## config.mk

```make
export PLATFORM = sky130hd
export DESIGN_NAME = id_ex_stage_ctl_flat
export DESIGN_NICKNAME = d
export VERILOG_FILES = /design/src/rtl/id_ex_stage_ctl_pkg.sv /design/src/rtl/id_ex_stage_ctl_if.sv /design/src/rtl/id_ex_stage_ctl_load_use_detect.sv /design/src/rtl/id_ex_stage_ctl.sv /design/src/flat_wrapper.sv
export SDC_FILE = /design/constraint.sdc
export NUM_CORES = 1
export LEC_CHECK = 0
export CELL_PAD_IN_SITES_DETAIL_PLACEMENT = 0
export CELL_PAD_IN_SITES_GLOBAL_PLACEMENT = 1
export CORE_ASPECT_RATIO = 0.7
export CORE_UTILIZATION = 31
export DETAILED_ROUTE_END_ITERATION = 8
export GPL_TIMING_DRIVEN = 0
export PLACE_DENSITY = 0.85
export SLEW_MARGIN = 5
export SYNTH_ARGS = -nofsm -noshare
export SYNTH_HDL_FRONTEND = slang
export SYNTH_SLANG_ARGS = --single-unit
```

## constraint.sdc

```tcl
create_clock -name clock -period 5.7 [get_ports clock]
set_clock_uncertainty 0.15 [all_clocks]
set_input_delay 1.14 -clock clock [delete_from_list [all_inputs] [get_ports clock]]
set_output_delay 1.14 -clock clock [all_outputs]
set_load 0.02 [all_outputs]
```

## src/rtl/id_ex_stage_ctl_pkg.sv

```systemverilog
// Shared pipeline definitions: default datapath widths and the ID/EX control bundle.
// Latency: n/a (types and constants only).
// Backpressure: n/a.
package id_ex_stage_ctl_pkg;

  localparam int DATA_W  = 32;
  localparam int RADDR_W = 5;
  localparam int ALUOP_W = 4;
  localparam int MEMWE_W = 4;
  localparam int MEMRW_W = 2;

  // Control decoded in ID and consumed in EX/MEM/WB.
  typedef struct packed {
    logic [ALUOP_W-1:0] alu_op;
    logic               alu_src;
    logic               reg_dst;
    logic [MEMWE_W-1:0] mem_write;
    logic               mem_to_reg;
    logic               mem_read;
    logic [MEMRW_W-1:0] mem_read_width;
    logic               reg_write;
  } idex_ctl_t;

  localparam idex_ctl_t IDEX_CTL_NOP = '0;

  // An invalid slot must not have side effects: clear every flag that
  // writes state or steers the datapath, but keep the opcode-like fields.
  function automatic idex_ctl_t ctl_squash_flags(input idex_ctl_t c);
    idex_ctl_t r;
    r            = c;
    r.alu_src    = 1'b0;
    r.reg_dst    = 1'b0;
    r.mem_write  = '0;
    r.mem_to_reg = 1'b0;
    r.mem_read   = 1'b0;
    r.reg_write  = 1'b0;
    return r;
  endfunction

endpackage

```

## src/rtl/id_ex_stage_ctl_if.sv

```systemverilog
// ID/EX stage bus: ID-side fields and controls in, registered EX-side fields out.
// Latency: n/a (wiring only).
// Backpressure: hold freezes the stage; load_use_stall asks upstream to hold.
interface id_ex_stage_ctl_if #(
  parameter int DATA_W  = 32,
  parameter int RADDR_W = 5,
  parameter int ALUOP_W = 4,
  parameter int MEMWE_W = 4,
  parameter int MEMRW_W = 2,
  parameter int CNT_W   = 16
);
  import id_ex_stage_ctl_pkg::*;

  // stage controls
  logic               flush;
  logic               hold;
  logic               cnt_clear;
  // ID side
  logic               in_valid;
  logic [RADDR_W-1:0] rs, rt, rd;
  logic [ALUOP_W-1:0] alu_op;
  logic [DATA_W-1:0]  sig_ext, read_data1, read_data2;
  logic               alu_src, reg_dst, mem_to_reg, mem_read, reg_write;
  logic [MEMWE_W-1:0] mem_write;
  logic [MEMRW_W-1:0] mem_read_width;
  // EX side
  logic               valid_out;
  logic [RADDR_W-1:0] rs_out, rt_out, rd_out, dest_out;
  logic [ALUOP_W-1:0] alu_op_out;
  logic [DATA_W-1:0]  sig_ext_out, read_data1_out, read_data2_out;
  logic               alu_src_out, reg_dst_out, mem_to_reg_out, mem_read_out, reg_write_out;
  logic [MEMWE_W-1:0] mem_write_out;
  logic [MEMRW_W-1:0] mem_read_width_out;
  logic               load_use_stall;
  logic [CNT_W-1:0]   bubble_count;

  modport master (
    output flush, hold, cnt_clear, in_valid, rs, rt, rd, alu_op, sig_ext,
           read_data1, read_data2, alu_src, reg_dst, mem_to_reg, mem_read,
           reg_write, mem_write, mem_read_width,
    input  valid_out, rs_out, rt_out, rd_out, dest_out, alu_op_out, sig_ext_out,
           read_data1_out, read_data2_out, alu_src_out, reg_dst_out,
           mem_to_reg_out, mem_read_out, reg_write_out, mem_write_out,
           mem_read_width_out, load_use_stall, bubble_count
  );

  modport slave (
    input  flush, hold, cnt_clear, in_valid, rs, rt, rd, alu_op, sig_ext,
           read_data1, read_data2, alu_src, reg_dst, mem_to_reg, mem_read,
           reg_write, mem_write, mem_read_width,
    output valid_out, rs_out, rt_out, rd_out, dest_out, alu_op_out, sig_ext_out,
           read_data1_out, read_data2_out, alu_src_out, reg_dst_out,
           mem_to_reg_out, mem_read_out, reg_write_out, mem_write_out,
           mem_read_width_out, load_use_stall, bubble_count
  );

endinterface

```

## src/rtl/id_ex_stage_ctl_load_use_detect.sv

```systemverilog
// Load-use comparator: a valid load in EX whose destination is a source of the valid ID instruction.
// Latency: combinational.
// Backpressure: none; the result is the stall request itself.
module load_use_detect #(
  parameter int RADDR_W = 5
) (
  input  logic               ex_valid,
  input  logic               ex_mem_read,
  input  logic               ex_reg_write,
  input  logic [RADDR_W-1:0] ex_dest,
  input  logic               id_valid,
  input  logic [RADDR_W-1:0] id_rs,
  input  logic [RADDR_W-1:0] id_rt,
  output logic               stall
);
  import id_ex_stage_ctl_pkg::*;

  // Register 0 is hardwired, so a load targeting it never produces a dependency.
  always_comb begin
    stall = ex_valid & ex_mem_read & ex_reg_write & (ex_dest != '0) & id_valid &
            ((ex_dest == id_rs) | (ex_dest == id_rt));
  end

endmodule

```

## src/rtl/id_ex_stage_ctl.sv

```systemverilog
// ID/EX pipeline register with flush, hold, load-use bubble insertion and a saturating bubble counter.
// Latency: one cycle ID inputs to _out outputs; load_use_stall is combinational.
// Backpressure: hold freezes every register; a load-use hazard latches a bubble and raises load_use_stall.
module id_ex_stage_ctl #(
  parameter int DATA_W  = id_ex_stage_ctl_pkg::DATA_W,
  parameter int RADDR_W = id_ex_stage_ctl_pkg::RADDR_W,
  parameter int ALUOP_W = id_ex_stage_ctl_pkg::ALUOP_W,
  parameter int MEMWE_W = id_ex_stage_ctl_pkg::MEMWE_W,
  parameter int MEMRW_W = id_ex_stage_ctl_pkg::MEMRW_W,
  parameter int CNT_W   = 16
) (
  input  logic              clock,
  input  logic              reset,
  id_ex_stage_ctl_if.slave  bus
);
  import id_ex_stage_ctl_pkg::*;

  logic               valid_q, valid_d;
  logic [RADDR_W-1:0] dest_q, dest_d;
  logic [RADDR_W-1:0] rs_q, rs_d, rt_q, rt_d, rd_q, rd_d;
  logic [DATA_W-1:0]  sig_ext_q, sig_ext_d;
  logic [DATA_W-1:0]  rdata1_q, rdata1_d, rdata2_q, rdata2_d;
  idex_ctl_t          ctl_q, ctl_d, ctl_in;
  logic [CNT_W-1:0]   bubble_count_q, bubble_count_d;
  logic               stall;
  logic               bubble_take;

  load_use_detect #(.RADDR_W(RADDR_W)) u_load_use_detect (
    .ex_valid     (valid_q),
    .ex_mem_read  (ctl_q.mem_read),
    .ex_reg_write (ctl_q.reg_write),
    .ex_dest      (dest_q),
    .id_valid     (bus.in_valid),
    .id_rs        (bus.rs),
    .id_rt        (bus.rt),
    .stall        (stall)
  );

  // Pack the decoded ID control into the shared bundle.
  always_comb begin
    ctl_in                = IDEX_CTL_NOP;
    ctl_in.alu_op         = bus.alu_op;
    ctl_in.alu_src        = bus.alu_src;
    ctl_in.reg_dst        = bus.reg_dst;
    ctl_in.mem_write      = bus.mem_write;
    ctl_in.mem_to_reg     = bus.mem_to_reg;
    ctl_in.mem_read       = bus.mem_read;
    ctl_in.mem_read_width = bus.mem_read_width;
    ctl_in.reg_write      = bus.reg_write;
  end

  // Next register contents: flush beats hold beats bubble beats a normal load.
  always_comb begin
    valid_d   = valid_q;
    dest_d    = dest_q;
    rs_d      = rs_q;
    rt_d      = rt_q;
    rd_d      = rd_q;
    sig_ext_d = sig_ext_q;
    rdata1_d  = rdata1_q;
    rdata2_d  = rdata2_q;
    ctl_d     = ctl_q;
    if (bus.flush || (!bus.hold && stall)) begin
      valid_d   = 1'b0;
      dest_d    = '0;
      rs_d      = '0;
      rt_d      = '0;
      rd_d      = '0;
      sig_ext_d = '0;
      rdata1_d  = '0;
      rdata2_d  = '0;
      ctl_d     = IDEX_CTL_NOP;
    end else if (!bus.hold) begin
      valid_d   = bus.in_valid;
      dest_d    = bus.reg_dst ? bus.rd : bus.rt;
      rs_d      = bus.rs;
      rt_d      = bus.rt;
      rd_d      = bus.rd;
      sig_ext_d = bus.sig_ext;
      rdata1_d  = bus.read_data1;
      rdata2_d  = bus.read_data2;
      ctl_d     = bus.in_valid ? ctl_in : ctl_squash_flags(ctl_in);
    end
  end

  // Bubble counter: clear wins over increment, increment saturates at all-ones.
  always_comb begin
    bubble_take    = stall & ~bus.flush & ~bus.hold;
    bubble_count_d = bubble_count_q;
    if (bus.cnt_clear) begin
      bubble_count_d = '0;
    end else if (bubble_take && (bubble_count_q != {CNT_W{1'b1}})) begin
      bubble_count_d = bubble_count_q + 1'b1;
    end
  end

  // Pipeline register and counter state.
  always_ff @(posedge clock or posedge reset) begin
    if (reset) begin
      valid_q        <= 1'b0;
      dest_q         <= '0;
      rs_q           <= '0;
      rt_q           <= '0;
      rd_q           <= '0;
      sig_ext_q      <= '0;
      rdata1_q       <= '0;
      rdata2_q       <= '0;
      ctl_q          <= IDEX_CTL_NOP;
      bubble_count_q <= '0;
    end else begin
      valid_q        <= valid_d;
      dest_q         <= dest_d;
      rs_q           <= rs_d;
      rt_q           <= rt_d;
      rd_q           <= rd_d;
      sig_ext_q      <= sig_ext_d;
      rdata1_q       <= rdata1_d;
      rdata2_q       <= rdata2_d;
      ctl_q          <= ctl_d;
      bubble_count_q <= bubble_count_d;
    end
  end

  assign bus.valid_out          = valid_q;
  assign bus.dest_out           = dest_q;
  assign bus.rs_out             = rs_q;
  assign bus.rt_out             = rt_q;
  assign bus.rd_out             = rd_q;
  assign bus.sig_ext_out        = sig_ext_q;
  assign bus.read_data1_out     = rdata1_q;
  assign bus.read_data2_out     = rdata2_q;
  assign bus.alu_op_out         = ctl_q.alu_op;
  assign bus.alu_src_out        = ctl_q.alu_src;
  assign bus.reg_dst_out        = ctl_q.reg_dst;
  assign bus.mem_write_out      = ctl_q.mem_write;
  assign bus.mem_to_reg_out     = ctl_q.mem_to_reg;
  assign bus.mem_read_out       = ctl_q.mem_read;
  assign bus.mem_read_width_out = ctl_q.mem_read_width;
  assign bus.reg_write_out      = ctl_q.reg_write;
  assign bus.load_use_stall     = stall;
  assign bus.bubble_count       = bubble_count_q;

endmodule
```

## src/flat_wrapper.sv

```systemverilog
// flat-port wrapper written by rule: the top's interface ports become plain ports
module id_ex_stage_ctl_flat import id_ex_stage_ctl_pkg::*;
#(
  parameter int DATA_W  = id_ex_stage_ctl_pkg::DATA_W,
  parameter int RADDR_W = id_ex_stage_ctl_pkg::RADDR_W,
  parameter int ALUOP_W = id_ex_stage_ctl_pkg::ALUOP_W,
  parameter int MEMWE_W = id_ex_stage_ctl_pkg::MEMWE_W,
  parameter int MEMRW_W = id_ex_stage_ctl_pkg::MEMRW_W,
  parameter int CNT_W   = 16
)
  (clock, reset, bus_flush, bus_hold, bus_cnt_clear, bus_in_valid, bus_rs, bus_rt, bus_rd, bus_alu_op, bus_sig_ext, bus_read_data1, bus_read_data2, bus_alu_src, bus_reg_dst, bus_mem_to_reg, bus_mem_read, bus_reg_write, bus_mem_write, bus_mem_read_width, bus_valid_out, bus_rs_out, bus_rt_out, bus_rd_out, bus_dest_out, bus_alu_op_out, bus_sig_ext_out, bus_read_data1_out, bus_read_data2_out, bus_alu_src_out, bus_reg_dst_out, bus_mem_to_reg_out, bus_mem_read_out, bus_reg_write_out, bus_mem_write_out, bus_mem_read_width_out, bus_load_use_stall, bus_bubble_count);
  id_ex_stage_ctl_if #(.DATA_W(DATA_W), .RADDR_W(RADDR_W), .ALUOP_W(ALUOP_W), .MEMWE_W(MEMWE_W), .MEMRW_W(MEMRW_W), .CNT_W(CNT_W)) bus_i ();
  input  logic clock;
  input  logic reset;
  input wire logic [$bits(bus_i.flush)-1:0] bus_flush;
  input wire logic [$bits(bus_i.hold)-1:0] bus_hold;
  input wire logic [$bits(bus_i.cnt_clear)-1:0] bus_cnt_clear;
  input wire logic [$bits(bus_i.in_valid)-1:0] bus_in_valid;
  input wire logic [$bits(bus_i.rs)-1:0] bus_rs;
  input wire logic [$bits(bus_i.rt)-1:0] bus_rt;
  input wire logic [$bits(bus_i.rd)-1:0] bus_rd;
  input wire logic [$bits(bus_i.alu_op)-1:0] bus_alu_op;
  input wire logic [$bits(bus_i.sig_ext)-1:0] bus_sig_ext;
  input wire logic [$bits(bus_i.read_data1)-1:0] bus_read_data1;
  input wire logic [$bits(bus_i.read_data2)-1:0] bus_read_data2;
  input wire logic [$bits(bus_i.alu_src)-1:0] bus_alu_src;
  input wire logic [$bits(bus_i.reg_dst)-1:0] bus_reg_dst;
  input wire logic [$bits(bus_i.mem_to_reg)-1:0] bus_mem_to_reg;
  input wire logic [$bits(bus_i.mem_read)-1:0] bus_mem_read;
  input wire logic [$bits(bus_i.reg_write)-1:0] bus_reg_write;
  input wire logic [$bits(bus_i.mem_write)-1:0] bus_mem_write;
  input wire logic [$bits(bus_i.mem_read_width)-1:0] bus_mem_read_width;
  output wire logic [$bits(bus_i.valid_out)-1:0] bus_valid_out;
  output wire logic [$bits(bus_i.rs_out)-1:0] bus_rs_out;
  output wire logic [$bits(bus_i.rt_out)-1:0] bus_rt_out;
  output wire logic [$bits(bus_i.rd_out)-1:0] bus_rd_out;
  output wire logic [$bits(bus_i.dest_out)-1:0] bus_dest_out;
  output wire logic [$bits(bus_i.alu_op_out)-1:0] bus_alu_op_out;
  output wire logic [$bits(bus_i.sig_ext_out)-1:0] bus_sig_ext_out;
  output wire logic [$bits(bus_i.read_data1_out)-1:0] bus_read_data1_out;
  output wire logic [$bits(bus_i.read_data2_out)-1:0] bus_read_data2_out;
  output wire logic [$bits(bus_i.alu_src_out)-1:0] bus_alu_src_out;
  output wire logic [$bits(bus_i.reg_dst_out)-1:0] bus_reg_dst_out;
  output wire logic [$bits(bus_i.mem_to_reg_out)-1:0] bus_mem_to_reg_out;
  output wire logic [$bits(bus_i.mem_read_out)-1:0] bus_mem_read_out;
  output wire logic [$bits(bus_i.reg_write_out)-1:0] bus_reg_write_out;
  output wire logic [$bits(bus_i.mem_write_out)-1:0] bus_mem_write_out;
  output wire logic [$bits(bus_i.mem_read_width_out)-1:0] bus_mem_read_width_out;
  output wire logic [$bits(bus_i.load_use_stall)-1:0] bus_load_use_stall;
  output wire logic [$bits(bus_i.bubble_count)-1:0] bus_bubble_count;
  assign bus_i.flush = bus_flush;
  assign bus_i.hold = bus_hold;
  assign bus_i.cnt_clear = bus_cnt_clear;
  assign bus_i.in_valid = bus_in_valid;
  assign bus_i.rs = bus_rs;
  assign bus_i.rt = bus_rt;
  assign bus_i.rd = bus_rd;
  assign bus_i.alu_op = bus_alu_op;
  assign bus_i.sig_ext = bus_sig_ext;
  assign bus_i.read_data1 = bus_read_data1;
  assign bus_i.read_data2 = bus_read_data2;
  assign bus_i.alu_src = bus_alu_src;
  assign bus_i.reg_dst = bus_reg_dst;
  assign bus_i.mem_to_reg = bus_mem_to_reg;
  assign bus_i.mem_read = bus_mem_read;
  assign bus_i.reg_write = bus_reg_write;
  assign bus_i.mem_write = bus_mem_write;
  assign bus_i.mem_read_width = bus_mem_read_width;
  assign bus_valid_out = bus_i.valid_out;
  assign bus_rs_out = bus_i.rs_out;
  assign bus_rt_out = bus_i.rt_out;
  assign bus_rd_out = bus_i.rd_out;
  assign bus_dest_out = bus_i.dest_out;
  assign bus_alu_op_out = bus_i.alu_op_out;
  assign bus_sig_ext_out = bus_i.sig_ext_out;
  assign bus_read_data1_out = bus_i.read_data1_out;
  assign bus_read_data2_out = bus_i.read_data2_out;
  assign bus_alu_src_out = bus_i.alu_src_out;
  assign bus_reg_dst_out = bus_i.reg_dst_out;
  assign bus_mem_to_reg_out = bus_i.mem_to_reg_out;
  assign bus_mem_read_out = bus_i.mem_read_out;
  assign bus_reg_write_out = bus_i.reg_write_out;
  assign bus_mem_write_out = bus_i.mem_write_out;
  assign bus_mem_read_width_out = bus_i.mem_read_width_out;
  assign bus_load_use_stall = bus_i.load_use_stall;
  assign bus_bubble_count = bus_i.bubble_count;
  id_ex_stage_ctl #(.DATA_W(DATA_W), .RADDR_W(RADDR_W), .ALUOP_W(ALUOP_W), .MEMWE_W(MEMWE_W), .MEMRW_W(MEMRW_W), .CNT_W(CNT_W)) u_core (.clock(clock), .reset(reset), .bus(bus_i));
endmodule
```

==> results of run 1 <==
## worst max path at each step
stage / startpoint / slack [ns] / endpoint / depth (start not counted)
after detailed placement: bus_rs[4] / 0.66 / bus_load_use_stall / 10
after CTS: bus_rs[4] / 0.65 / bus_load_use_stall / 10
final: bus_rs[4] / 0.69 / bus_load_use_stall / 10
after floorplan: reset / 0.43 / u_core.bus.alu_op_out[0] / 1
after global routing: bus_rs[4] / 0.53 / bus_load_use_stall / 10
after global placement: reset / -1.87 / u_core.bus.read_data2_out[0] / 2
## metal layers
metal,global-route usage,routed length [um],vias to the layer above
met5,0,0,-
met4,0.0418,161,0
met3,0.0560,1560,13
met2,0.334,10500,205
met1,0.291,10500,3010
li1,-,-,2934
## stage by stage
| step | TNS (ns) | instance area (um^2) | worst slack (ns) | total power [mW] |
|---|---|---|---|---|
| 3_5_place_dp | 0 | 9640 | 0.660 | 1.59 |
| 5_1_grt | 0 | 10200 | 0.531 | 2.76 |
| 6_report | 0 | 10200 | 0.686 | 2.64 |
| 4_1_cts | 0 | 10200 | 0.655 | 2.68 |
| 2_1_floorplan | 0 | 6500 | 0.430 | 1.34 |
| 3_3_place_gp | -273.76 | 9610 | -1.87 | 1.58 |
## sequential cells by signal, summed over array words and instances, names as in the netlist, 5 cells and up
register,count
u_core.bus.rt_out,5
u_core.bus.dest_out,5
u_core.bus.read_data1_out,32
u_core.bus.rd_out,5
u_core.bus.read_data2_out,32
u_core.bus.sig_ext_out,32
u_core.bus.rs_out,5
u_core.bus.bubble_count,16
## cells by family (layout without fill, tap and decap cells)
family / count (synthesis) / after routing / share of synthesized area
AND/OR/NAND/NOR: 242 / 242 / 0.164
AO/OA/AOI/OAI: 160 / 160 / 0.185
flip-flops: 148 / 148 / 0.570
buffers and inverters: 78 / 388 / 0.0508
XOR/XNOR: 10 / 10 / 0.0135
multiplexers: 9 / 9 / 0.0146
adder cells (fa/ha/maj): 1 / 1 / 0.00193
## worst register-to-register path: cells and delay by family, from the launching register on
kind,cells,cell delay (ns)
AND/OR/NAND/NOR,2,0.70
flip-flops,1,0.49
buffers and inverters,1,0.29
XOR/XNOR,1,0.21
AO/OA/AOI/OAI,1,0.32
multiplexers,1,0.37
## cell usage after synthesis, drive strengths merged, types with 10 or more instances
| cell | n | area, um^2 |
|---|---|---|
| a21oi | 12 | 60.1 |
| a32o | 32 | 320 |
| buf | 20 | 113 |
| clkbuf | 43 | 161 |
| dfrtp | 148 | 3700 |
| inv | 15 | 56.3 |
| nand2 | 181 | 679 |
| o21ai | 10 | 61.3 |
| o22ai | 78 | 488 |
| o41ai | 11 | 126 |
| or4 | 12 | 93.8 |
| xor2 | 10 | 87.6 |
## power groups by stage
stage | registers (mW) | clock network [mW] | logic (mW)
global placement | 1.15 | 0 | 0.433
CTS | 1.13 | 1.10 | 0.440
finish | 1.13 | 1.07 | 0.435
floorplan | 1.21 | 0 | 0.122
global route | 1.14 | 1.15 | 0.467
detailed placement | 1.15 | 0 | 0.438
## area by class of cell
cell class	count	area, um^2
plain buffers	63	274
clock buffers	17	425
clock inverters	15	144
fillers	1905	9960
inverters	15	63.8
multi-input cells	422	2460
flip-flops and latches	148	3700
well taps	270	338
repair buffers	278	2800
==> impl_metrics.tcl, run 1 <==
set metrics [dict create \
    fin_util 0.506 \
    core-area_mm2 0.0202 \
    cts_resized 0 \
    netlist_instances 648 \
    ys_types 41 \
    crit_arrival_ns 3.72 \
    dp_hpwl_mm 16.5 \
    r2r_end "u_core.bus.bubble_count[9]" \
    drt_iter0_markers 404 \
    whs_ns 0.330 \
    drc 0 \
    mostFrequentLayoutCells "clkdlybuf4s50_1 (277), nand2_1 (181), dfrtp_1 (148)" \
    r2r_start "u_core.bus.dest_out[0]" \
    grt_overflow 0 \
    cts_buffers 17 \
    pwr-share-seq 0.429 \
    clockPowerShare 0.407 \
    p_leak_nw 4.16 \
    fin_cells 1228 \
    cpMaxStageDelayCell "clkdlybuf4s50_1" \
    drv_slew 0 \
    cts_tree "built" \
    track_usage 0.211 \
    cts_hold_buffers 0 \
    p_sw_mw 0.748 \
    place_congestion 0.817 \
    p_int_mw 1.89 \
    synthesis.nets 781 \
    grt_antenna_before_repair 0 \
    clk_path_buf_depth 2 \
    worstHoldStart "u_core.bus.alu_src_out" \
    avgRoutedWirePerCell_um 18.5 \
    sw_frac_of_total 0.283 \
    status "complete, no violations" \
    cp-start-kind "input pin" \
    initial_utilization 0.322 \
    endpoint_kind "output port" \
    die_h_um 123 \
    grt_max_degree 76 \
    yosysSeqAreaShare 0.570 \
    crit_top_cell "clkdlybuf4s50_1" \
    relSlewSlack 0.306 \
    num_io_pins 281 \
    worst-path-buf-inv 6 \
    layout-drive-gt1-share 0.0689 \
    vdd_drop_max_uv 188 \
    clkTransAtPathRegs_ns 0.07 \
    finalCritPeriodShare 0.880 \
    fmax_ghz 0.199 \
    path_cells "clkdlybuf4s50_1, xor2_1, nor3_1, a22oi_1, or2_1, buf_4, inv_2, buf_6, buf_2, clkdlybuf4s50_1" \
    insertion_delay_ns 0.41 \
    powerDensity_mw_per_mm2 259 \
    drtPass1Iterations 4 \
    cts.sinks 148 \
    synth_edf_count 0 \
    async_reset_ff_frac 1.00 \
    rr_worst_depth 6 \
    max_stage_delay_ns 0.64 \
    grt_first_pass_wirelength_mm 35.0 \
    ys_warn_count 0 \
    syn_avg_cell_area_um2 10.0 \
    viasPerCell 5.02 \
    min_path_cells 2 \
    rsz0062_at_grt "no" \
    r2r_setup_slack_ns 3.07 \
    portBuffers 277 \
    worstPathRequired_ns 4.41 \
    ctsRootBufferMaster "clkbuf_16" \
    postRouteAntennaNets 0 \
    p_comb_frac 0.165 \
    n_antenna_cell 0 \
    rows 43 \
    cts_setup_buffers 0 \
    path_delay_family "buffers and inverters" \
    ys_ff_latch 148 \
    cap_violations 0 \
    fin_crit_ns 5.01 \
    area_growth_syn_to_layout_pct 57.2 \
    finalSetupViolations 0 \
    nets 1078 \
    worst-slew-pin-transition_ns 1.04 \
    synth_flop_cell "dfrtp_1" \
    dp_cells 1196 \
    holdPathEnd "u_core.bus.alu_src_out" \
    hold_viol 0 \
    worstSetupPathType "in2out" \
    num_vias 6162 \
    fp.dieW_um 175 \
    synth_area_mm2 0.00650 \
    hp-class "reg2reg" \
    crit_fanout 10 \
    final_common_cell "clkdlybuf4s50_1" \
    drt-total-wl_mm 22.7 \
    die_area_mm2 0.0215 \
    grt_pass1_vias 6074 \
    h-tree-depth 4 \
]
Note: power is estimated with default switching activity, not from simulation.
==> inputs of run 2 (changes only) <==
--- a/config.mk
+++ b/config.mk
@@ -7,7 +7,7 @@
 export LEC_CHECK = 0
 export CELL_PAD_IN_SITES_DETAIL_PLACEMENT = 0
 export CELL_PAD_IN_SITES_GLOBAL_PLACEMENT = 1
-export CORE_ASPECT_RATIO = 0.7
+export CORE_ASPECT_RATIO = 0.75
 export CORE_UTILIZATION = 31
 export DETAILED_ROUTE_END_ITERATION = 8
 export GPL_TIMING_DRIVEN = 0
==> impl_metrics.tcl, run 2 (synthesis gave the netlist of run 1 again) <==
set metrics [dict create \
    status "complete, no violations" \
    track_usage 0.213 \
    p_leak_nw 4.18 \
    cpMaxStageDelayCell "clkdlybuf4s50_1" \
    fin_util 0.504 \
    place_ws_ns 0.603 \
    dp_hpwl_mm 16.7 \
    grt_pass1_vias 6246 \
    drt-total-wl_mm 22.9 \
    clk_path_buf_depth 2 \
    finalCritPeriodShare 0.889 \
    powerDensity_mw_per_mm2 268 \
    worstSetupPathType "in2out" \
    fin_crit_ns 5.07 \
    power_mw 2.76 \
    relSlewSlack 0.358 \
    rsz0062_at_grt "no" \
    drt_iter0_markers 482 \
    rows 45 \
    worst-slew-pin-transition_ns 0.959 \
    dp_cells 1208 \
    drv_slew 0 \
    grt_antenna_before_repair 0 \
    max_stage_delay_ns 0.64 \
    cp-start-kind "input pin" \
    cts_resized 0 \
    drtPass1Iterations 5 \
    insertion_delay_ns 0.42 \
    cap_violations 0 \
    num_io_pins 281 \
    cts_hold_buffers 0 \
    hp-class "reg2reg" \
    drc 0 \
    viasPerCell 5.04 \
    h-tree-depth 4 \
    n_antenna_cell 0 \
    final_common_cell "clkdlybuf4s50_1" \
    register_area_mm2 0.00370 \
    worstPathRequired_ns 4.41 \
    crit_fanout 10 \
    hold_viol 0 \
    initial_utilization 0.319 \
    grt_max_degree 78 \
    fin_cells 1240 \
    cts_setup_buffers 0 \
    clkTransAtPathRegs_ns 0.06 \
    worst_slack_ns 0.632 \
    cts.sinks 148 \
    vdd_drop_max_uv 180 \
    postRouteAntennaNets 0 \
    nets 1078 \
    finalSetupViolations 0 \
    crit_arrival_ns 3.78 \
    ctsRootBufferMaster "clkbuf_16" \
    num_vias 6247 \
    mostFrequentLayoutCells "clkdlybuf4s50_1 (277), nand2_1 (181), dfrtp_1 (148)" \
    core-area_mm2 0.0204 \
    die_h_um 127 \
    path_cells "clkdlybuf4s50_1, xor2_1, nor3_1, a22oi_1, or2_1, buf_4, inv_2, buf_6, buf_2, clkdlybuf4s50_1" \
    crit_top_cell "clkdlybuf4s50_1" \
    die_area_mm2 0.0215 \
    multiInputGateArea_mm2 0.00246 \
    fillers 1915 \
    grt_first_pass_wirelength_mm 35.6 \
    endpoint_kind "output port" \
    fmax_ghz 0.197 \
    avgRoutedWirePerCell_um 18.5 \
    place_congestion 0.807 \
    cts_tree "built" \
    portBuffers 277 \
    path_delay_family "buffers and inverters" \
    area_growth_syn_to_layout_pct 58.2 \
    grt_overflow 0 \
    worst-path-buf-inv 6 \
    layout-drive-gt1-share 0.0689 \
    fp.dieW_um 169 \
    cts_buffers 17 \
]
-- run 2: final cells by class --
class	instances	share of cell area
Clock buffer	19	0.0441
Clock inverter	13	0.0166
Tap cell	282	0.0343
Timing Repair Buffer	278	0.272
Multi-Input combinational cell	422	0.240
Buffer	63	0.0267
Inverter	15	0.00621
Sequential cell	148	0.360
-- run 2: stage by stage --
step           cell area (um^2)  hold WS [ns]  TNS (ns)
2_1_floorplan              6500         0.437         0
3_3_place_gp               9620         0.312   -271.40
3_5_place_dp               9660         0.319         0
4_1_cts                   10300         0.333         0
5_1_grt                   10300         0.351         0
6_report                  10300         0.330         0
-- run 2: worst paths after layout --
kind / from / end / slack [ns] / cells after the start
worst max-delay path: bus_rs[0] / bus_load_use_stall / 0.63 / 10
worst min-delay path: u_core.bus.rt_out[2] / u_core.bus.rt_out[2] / 0.33 / 2
worst max register to register: u_core.bus.dest_out[0] / u_core.bus.bubble_count[7] / 3.10 / 6
worst min register to register: u_core.bus.rt_out[2] / u_core.bus.rt_out[2] / 0.33 / 2
max in group asynchronous: reset / u_core.bus.read_data2_out[23] / 3.57 / 3
min in group asynchronous: reset / u_core.bus.sig_ext_out[3] / 1.05 / 2
-- run 2: report_power, final --
group	leakage, nW	total, mW	internal, mW	switching [mW]
Combinational	1.90	0.435	0.216	0.220
Sequential	1.98	1.14	1.10	0.0335
Clock	0.297	1.19	0.719	0.469
Total	4.18	2.76	2.04	0.722
-- run 2: worst register-to-register path, delay by kind of cell, from the launching register on --
family                 cells  cell delay [ns]
AND/OR/NAND/NOR            2             0.65
flip-flops                 1             0.48
multiplexers               1             0.37
AO/OA/AOI/OAI              1             0.32
buffers and inverters      1             0.30
XOR/XNOR                   1             0.20
-- run 2: layer usage --
metal | vias up | wire [um] | track usage | share of wire
met1 | 3060 | 10400 | 0.289 | 0.45
met3 | 12 | 1600 | 0.0524 | 0.070
met2 | 246 | 10700 | 0.335 | 0.47
met4 | 0 | 215 | 0.0631 | 0.0094
met5 | - | 0 | 0 | 0
li1 | 2929 | - | - | -
